**src/rtl/cdb_arbiter_pkg.sv**
```systemverilog
`default_nettype none
// ============================================================================
// Module      : cdb_arbiter_pkg
// Description : Shared CDB packet type and functional-unit grant positions.
// Revision    : 1.0 - initial release
// ============================================================================

package cdb_arbiter_pkg;

  localparam int NUM_FU_DEFAULT = 4;

  // Grant bit positions agreed between the core top and the FUs.
  localparam int FU_ALU = 0;
  localparam int FU_MUL = 1;
  localparam int FU_DIV = 2;
  localparam int FU_LSU = 3;

  localparam int c_tag_w  = 4;
  localparam int c_data_w = 32;

  typedef struct packed {
    logic                valid;
    logic [c_tag_w-1:0]  tag;
    logic [c_data_w-1:0] data;
  } cdb_packet_s;

endpackage

`default_nettype wire

```
**src/rtl/cdb_arbiter_rr_pick.sv**
```systemverilog
`default_nettype none
// ============================================================================
// Module      : rr_pick
// Description : Combinational round-robin picker over a doubled request vector.
// Revision    : 1.0 - initial release
// ============================================================================

module rr_pick #(
  parameter int N  = 4,
  parameter int PW = $clog2(N)
) (
  input  logic [N-1:0]  req_i,
  input  logic [PW-1:0] ptr_i,
  output logic [N-1:0]  grant_o,
  output logic [PW-1:0] winner_o,
  output logic          any_o
);

  localparam int IW = $clog2(2 * N);

  logic [2*N-1:0] w_req2;
  logic [IW-1:0]  w_idx;
  logic [PW-1:0]  w_win;
  logic           w_hit;

  assign w_req2 = {req_i, req_i};

  // Scan from the far end back toward ptr so the closest requester is kept.
  always_comb begin
    w_win = '0;
    w_hit = 1'b0;
    w_idx = '0;
    for (int k = N - 1; k >= 0; k--) begin
      w_idx = IW'(ptr_i) + IW'(k);
      if (w_req2[w_idx]) begin
        w_hit = 1'b1;
        w_win = (w_idx >= IW'(N)) ? PW'(w_idx - IW'(N)) : PW'(w_idx);
      end
    end
  end

  always_comb begin
    grant_o = '0;
    if (w_hit) begin
      grant_o[w_win] = 1'b1;
    end
  end

  assign winner_o = w_win;
  assign any_o    = w_hit;

endmodule

`default_nettype wire

```
**src/rtl/cdb_arbiter.sv**
```systemverilog
`default_nettype none
// ============================================================================
// Module      : cdb_arbiter
// Description : Round-robin CDB arbiter with registered broadcast and counter.
// Revision    : 1.0 - initial release
// ============================================================================

module cdb_arbiter
  import cdb_arbiter_pkg::*;
#(
  parameter int NUM_FU = NUM_FU_DEFAULT
) (
  input  logic              clk_i,
  input  logic              reset_i,
  input  logic              flush_i,
  input  cdb_packet_s       fu_result_i [NUM_FU],
  output logic [NUM_FU-1:0] cdb_grant_o,
  output cdb_packet_s       cdb_o,
  output logic [31:0]       grant_count_o
);

  localparam int PW = $clog2(NUM_FU);

  logic [NUM_FU-1:0] w_req;
  logic [NUM_FU-1:0] w_pick_grant;
  logic [PW-1:0]     w_winner;
  logic [PW-1:0]     w_ptr_next;
  logic              w_any;
  logic              w_grant_en;
  cdb_packet_s       w_win_pkt;

  logic [PW-1:0]     r_ptr;
  cdb_packet_s       r_cdb;
  logic [31:0]       r_count;

  for (genvar i = 0; i < NUM_FU; i++) begin : g_req
    assign w_req[i] = fu_result_i[i].valid;
  end

  rr_pick #(
    .N  (NUM_FU),
    .PW (PW)
  ) u_rr_pick (
    .req_i    (w_req),
    .ptr_i    (r_ptr),
    .grant_o  (w_pick_grant),
    .winner_o (w_winner),
    .any_o    (w_any)
  );

  // Grant depends only on requests, pointer, flush and reset - never on itself.
  assign w_grant_en  = w_any & ~flush_i & ~reset_i;
  assign cdb_grant_o = w_grant_en ? w_pick_grant : '0;

  assign w_ptr_next = (w_winner == PW'(NUM_FU - 1)) ? '0 : w_winner + PW'(1);

  always_comb begin
    w_win_pkt       = fu_result_i[w_winner];
    w_win_pkt.valid = 1'b1;
  end

  always_ff @(posedge clk_i) begin
    if (reset_i) begin
      r_ptr   <= '0;
      r_cdb   <= '0;
      r_count <= '0;
    end else if (w_grant_en) begin
      r_ptr <= w_ptr_next;
      r_cdb <= w_win_pkt;
      if (r_count != 32'hFFFF_FFFF) begin
        r_count <= r_count + 32'd1;
      end
    end else begin
      // Idle and flush cycles broadcast an all-zero packet, never stale data.
      r_cdb <= '0;
    end
  end

  assign cdb_o         = r_cdb;
  assign grant_count_o = r_count;

endmodule

`default_nettype wire

```
**config.mk**
```make
export PLATFORM = sky130hd
export DESIGN_NAME = cdb_arbiter
export DESIGN_NICKNAME = d
export VERILOG_FILES = /design/src/rtl/cdb_arbiter_pkg.sv /design/src/rtl/cdb_arbiter_rr_pick.sv /design/src/rtl/cdb_arbiter.sv
export SDC_FILE = /design/constraint.sdc
export NUM_CORES = 1
export LEC_CHECK = 0
export ABC_AREA = 1
export CAP_MARGIN = 20
export CORE_MARGIN = 2
export CORE_UTILIZATION = 40
export CTS_CLUSTER_SIZE = 30
export DETAILED_ROUTE_END_ITERATION = 10
export GPL_ROUTABILITY_DRIVEN = 0
export GPL_TIMING_DRIVEN = 0
export PLACE_DENSITY = 0.84
export SYNTH_ARGS = -nofsm -noshare
export SYNTH_HDL_FRONTEND = slang
export SYNTH_SLANG_ARGS = --single-unit
export TNS_END_PERCENT = 5
```
**constraint.sdc**
```tcl
create_clock -name clk_i -period 3.2 [get_ports clk_i]
set_clock_uncertainty 0.1 [all_clocks]
set_input_delay 0.48 -clock clk_i [delete_from_list [all_inputs] [get_ports clk_i]]
set_output_delay 0.48 -clock clk_i [all_outputs]
set_load 0.005 [all_outputs]
```
== Word level (Yosys, flattened, before mapping) ==
Index checks and enable logic that the tools add are counted.
Storage, ports and cells
  register bits: 71
  input port bits: 151
  output and inout bits: 73
  word-level logic and storage cells: 65
Cells by class
  add/sub/neg operators: 9
  $lt $le $gt $ge: 11
  equal/unequal tests: 2
  multiplexer cells: 29
  bitwise logic cells: 6
  reduce and logical (&&, ||, !) cells: 3
Operators by type and width (number)
  37-bit binary-select mux with 2-bit select: 1
  36-bit two-way mux: 2
  37-bit two-way mux: 1
  32-bit by 1-bit adder with 32-bit output (second input constant): 1
  32-bit != test (second input constant): 1
  2-bit two-way mux: 9
  3-bit greater-or-equal comparator (second input constant): 4
  3-bit by 4-bit less-than comparator with 1-bit output (second input constant): 3
  1-bit binary-select mux with 3-bit select: 3
  1-bit two-way mux: 9
  4-bit two-way mux: 2
  2-bit by 1-bit subtractor with 2-bit output (second input constant): 4
  2-bit by 2-bit adder with 3-bit output (second input constant): 2
  2-bit by 4-bit less-than comparator with 1-bit output (second input constant): 1
  2-bit by 1-bit adder with 3-bit output (second input constant): 1
  2-bit by 3-bit greater-or-equal comparator with 1-bit output (second input constant): 1
  2-bit by 3-bit less-than comparator with 1-bit output (second input constant): 1
  1-bit inverter: 3
  2-bit inverter with 3-bit output: 1
  2-bit by 1-bit adder with 2-bit output (second input constant): 1
  1-bit AND: 2
  1-bit binary-select mux with 2-bit select: 1
  1-bit demux with 2-bit select: 1
  2-bit equality test (second input constant): 1
  4 further kinds: 4

== Longest topological paths before layout ==
  depth after elaboration: 13
  gate-level depth with buffers: 14
  mapped depth without buffers: 13

== By module ==
Synthesis repeated with hierarchy kept, for this count alone.
Unflattened totals
  cell total of the unflattened synthesis: 706
  area, all modules: 4302.9 µm²
Modules (own cells, without submodules)
  cdb_arbiter: instances 1, cells each 650, area an instance 4011.3 µm², sequential area each 1421.4 µm²
  rr_pick: instances 1, cells each 56, area an instance 291.5 µm², sequential area each 0.0 µm²

== Worst setup path after synthesis ==
OpenSTA, ideal clock, no wires.
  path type: register -> output
  start: register r_ptr[0]
  end: output cdb_grant_o[3]
  arrival: 1.762 ns
  required time: 2.620 ns
  slack: 0.858 ns
  stages on the path, launching flop included: 14
  buffers on the path: 2
  path through: dfxtp_1 > ha_1 > inv_1 > nand3_1 > nand2_1 > inv_1 > nand2_1 > nand3_2 > nand2_2 > buf_6 > buf_4 > ha_1 > inv_1 > nor2_1
On the way
  longest elaborated chain between the ends: 13
  elaborated cells on any way between the ends: 40
  those cells by class: 7 x add/sub; 6 x order compare; 24 x mux; 2 x bitwise; 1 x reduce/logical
Ends and longest elaborated chain
  start: declaration: RTL line cdb_arbiter.sv:32  | logic [PW-1:0] r_ptr;
  start signal: assignment: RTL line cdb_arbiter.sv:68  | r_ptr <= w_ptr_next;
  2-bit by 2-bit adder with 3-bit output: RTL line cdb_arbiter_rr_pick.sv:34  | w_idx = IW'(ptr_i) + IW'(k);
  3-bit greater-or-equal comparator, or another cell as far along: RTL line cdb_arbiter_rr_pick.sv:37  | w_win = (w_idx >= IW'(N)) ? PW'(w_idx - IW'(N)) : PW'(w_idx);
  2-bit two-way mux / 1-bit two-way mux (equally long branches): RTL line cdb_arbiter_rr_pick.sv:37, cdb_arbiter_rr_pick.sv:35
  2-bit two-way mux (4 in series): RTL line cdb_arbiter_rr_pick.sv:35  | if (w_req2[w_idx]) begin
  2-bit by 3-bit less-than comparator with 1-bit output (not written as such) / 2-bit by 1-bit greater-or-equal comparator with 1-bit output (equally long branches): RTL line cdb_arbiter_rr_pick.sv:45  | grant_o[w_win] = 1'b1;
  1-bit logical AND (not written as such): RTL line cdb_arbiter_rr_pick.sv:45
  1-bit two-way mux (not written as such): RTL line cdb_arbiter_rr_pick.sv:45
  1-bit demux with 2-bit select
  4-bit two-way mux: RTL line cdb_arbiter_rr_pick.sv:44  | if (w_hit) begin
  4-bit two-way mux (*): RTL line cdb_arbiter.sv:53  | assign cdb_grant_o = w_grant_en ? w_pick_grant : '0;
  end: declaration: RTL line cdb_arbiter.sv:17  | output logic [NUM_FU-1:0] cdb_grant_o,
Mark *: on every way between the ends. The rest lies on a longest branch, timed or not. The select of a mux whose other input is x is not followed.

== Final worst setup path ==
  start: input fu_result_i[147] (netlist name)
  end: output cdb_grant_o[0]
On the way
  longest elaborated chain between the ends: 12
  elaborated cells on any way between the ends: 25
  those cells by class: 2 x order compare; 20 x mux; 2 x bitwise; 1 x reduce/logical
Ends and longest elaborated chain
  start: declaration: RTL line cdb_arbiter.sv:16  | input cdb_packet_s fu_result_i [NUM_FU],
  1-bit binary-select mux with 3-bit select: RTL line cdb_arbiter_rr_pick.sv:35
  1-bit two-way mux (not written as such): RTL line cdb_arbiter_rr_pick.sv:35
  2-bit two-way mux (4 in series): RTL line cdb_arbiter_rr_pick.sv:35
  2-bit by 3-bit less-than comparator with 1-bit output (not written as such) / 2-bit by 1-bit greater-or-equal comparator with 1-bit output (equally long branches): RTL line cdb_arbiter_rr_pick.sv:45
  1-bit logical AND (not written as such): RTL line cdb_arbiter_rr_pick.sv:45
  1-bit two-way mux (not written as such): RTL line cdb_arbiter_rr_pick.sv:45
  1-bit demux with 2-bit select
  4-bit two-way mux: RTL line cdb_arbiter_rr_pick.sv:44
  4-bit two-way mux (*): RTL line cdb_arbiter.sv:53
Marks and branches as above.

==> metrics <==
status=finished with violations; violated checks=negative setup slack; Final min period=3.23 ns; Power Total=4.46 mW; Crit Path Category=in2out; CP Buf/Inv Count=5; Synth Area per Inst=6.21 sq um; Mapped Cells=just under 700; # IOs=roughly 220; WL/cell=14.6 um; DR vias=~5200; DRT antenna net count=0; Port Buf Inserts=223; die area=about 12000 sq um; met3 Use GR=9.87%; ys async rst share=0%; Peak Freq=310 MHz; register bit total from synthesis=71; Post-Syn Area=4310 sq um; crit path max fanout=10; Starting Density=41.4%; Synth Warn #=0; ys flop type=dfxtp_1; Vias per Instance=4.83; DRT iter0 DRCs=278; worst-case clock buffer depth=2; WP data required=2.62 ns; number of flops mapped to enable cells by yosys=0; placed insts=~1100; H-tree Lvls=3; initial antenna violation count=0; post-detailed-routing wire length=between 15 and 20 mm; Worst Tran Pin Value=approximately 0.52 ns; Tot GR Track Use=a little over a quarter; final setup fails=1; area grow syn2layout=65.0%; busiest grt layer=met2; Hold WS=0.412 ns; number of global-route vias before repair=approximately 5000; first-pass GRT wire length=24.2 mm; CTS Buf Count=9; crit share post-route=101%; power density over the cells=627 nW/um^2; CTS tree=done; relative slew slack=64.7%; largest net degree at the start of global routing=13; HPWL after DPL=12.5 mm; family with the most delay on the worst path=buffers and inverters; routing usage on met2=48.2%; Cell Rows=37; slowest stage cell on the critical path=clkdlybuf4s50_1; crit path DAT=around 2.7 ns; Overflow after GRT=0; nets=1093; LEAKAGE=between 3 and 4 nW; CP endpoint kind=primary output; Netlist cell types=35; Ant. Diodes=0; routing usage on met1=28.0%; clock root buffer=clkbuf_8; Fill cells=between 800 and 900; core region area=~10000 sq um; syn_nets=849; crit-path most repeated cell=nand2_1; max-slew violations=0; share of layout cells above drive strength 1=7.10%; clk_lat worst skew=~0.35 ns; Worst Hold Class=reg2reg; RSZ-0062 raised after global routing=yes; CP peak stage delay=about 0.50 ns; crit start category=primary input; fin worst setup slack=-0.0309 ns; Non-Filler Instances=1080; final hold viol count=0; Worst VDD drop=401 uV; Initial DRT Pass Iterations=5; Reg clk slew, reported paths=about 0.080 ns; pre-CTS setup slack=-0.347 ns; Hold-fix buffers, CTS=0; Max-Cap Viols=0; Critical Path, Cell by Cell=clkdlybuf4s50_1 -> inv_1 -> o21ai_2 -> nand2_1 -> nand2_1 -> nand2_1 -> nand3_2 -> nand2_4 -> buf_12 -> nor2_8 -> buf_6 -> clkdlybuf4s50_1; DRC Markers=0; sinks on the clock net=71; height of the die=108 um; Die X=108 um; register area share after synthesis=33.0%
==> timing repair <==
item,CTS,global route
endpoints found under the hold margin,0,0
resized for setup,8,12
pin swaps,0,5
buffers inserted,0,10
endpoints found under the setup margin,4,3
==> cell families after synthesis <==
family / count (synthesis) / synth area share [%]
fa+ha+maj: 3 / 0.870
simple gates: 411 / 41.1
flops: 71 / 33.0
compound gates: 56 / 7.57
buf+inv: 135 / 13.6
xor+xnor: 19 / 3.86
==> metrics by stage <==
stage	util (%)	TNS (ns)	area [sq um]
2_1_floorplan	-	0	4310
3_3_place_gp	64.5	-0.647	6720
3_5_place_dp	64.5	-0.760	6720
4_1_cts	67.1	-0.168	6990
5_1_grt	68.3	-0.286	7110
6_report	68.3	-0.0309	7110
==> report_power, final <==
group	leakage [nW]	internal, mW	total [mW]	switching (mW)
Clock	0.126	0.596	0.968	0.372
Combinational	2.45	1.12	2.34	1.22
Sequential	0.578	1.08	1.15	0.0711
Total	3.15	2.79	4.46	1.67
==> layer usage <==
layer,routed length [um],vias to the layer above
li1,-,2649
met1,5730,2291
met2,7900,241
met3,1620,37
met4,493,0
met5,0,-
==> worst register-to-register path, cell delays in order (launching register included) <==
cell and delay, ns:
dfxtp_1 0.42, ha_1 0.28, inv_1 0.06, nand3_1 0.09, nand2_1 0.07, inv_1 0.04, nand2_1 0.11, nand2_2 0.08
nand2_4 0.10, nand2_4 0.08, inv_4 0.13, nor2_8 0.06, buf_4 0.13, buf_4 0.12, buf_4 0.16, nand2_1 0.07
nand3_1 0.15
==> worst paths after layout <==
kind	start	to	slack [ns]	cells after the start
setup / recovery	fu_result_i[147]	cdb_grant_o[0]	-0.03	12
hold / removal	grant_count_o[0]	grant_count_o[0]	0.41	1
setup reg to reg	r_ptr[1]	cdb_o[4]	0.79	16
hold reg to reg	grant_count_o[0]	grant_count_o[0]	0.41	1
==> cells in the mapped netlist (2+ instances only) <==
library cell,count,area [sq um]
a21oi_1,29,145
a31oi_1,3,18.8
and3_1,3,18.8
buf_2,11,55.1
buf_4,7,52.6
buf_6,5,56.3
clkbuf_1,3,11.3
dfxtp_1,71,1420
ha_1,3,37.5
inv_1,105,394
inv_2,2,7.51
nand2_1,261,980
nand2_2,3,18.8
nand3_1,76,380
nand3_2,2,20.0
nand3b_1,5,37.5
nand4_1,5,31.3
nor2_1,31,116
nor2_8,2,40.0
nor3_1,18,90.1
o211ai_1,14,105
o21ai_0,4,20.0
o21ai_1,3,15.0
xnor2_1,8,70.1
xor2_1,11,96.3
==> area by class of cell <==
| cell class | count | area, sq um | share of cell area [%] |
|---|---|---|---|
| clock inverter | 6 | 133 | 1.86 |
| buffer | 27 | 203 | 2.85 |
| sequential | 71 | 1420 | 20.0 |
| inverter | 108 | 410 | 5.77 |
| clock buffer | 10 | 128 | 1.79 |
| timing repair buffer | 233 | 2310 | 32.4 |
| multi-input combinational | 489 | 2340 | 32.9 |
| tap | 136 | 170 | 2.39 |
==> sequential cells by signal (all words and copies together) (netlist names) <==
| register | flops |
|---|---|
| grant_count_o | 32 |
| r_ptr | 2 |
| cdb_o | 37 |
==> cells in the final DEF (no fill, tap or decap), drive strengths merged, types with 13 or more instances in the layout <==
| cell type | netlist | routed |
|---|---|---|
| a21oi | 30 | 30 |
| clkdlybuf4s50 | 0 | 220 |
| o211ai | 14 | 14 |
| clkbuf | 3 | 13 |
| dfxtp | 71 | 71 |
| nor2 | 34 | 34 |
| inv | 108 | 108 |
| nor3 | 19 | 19 |
| nand2 | 265 | 265 |
| buf | 24 | 34 |
| nand3 | 78 | 78 |
(Power assumes the default switching activity.)
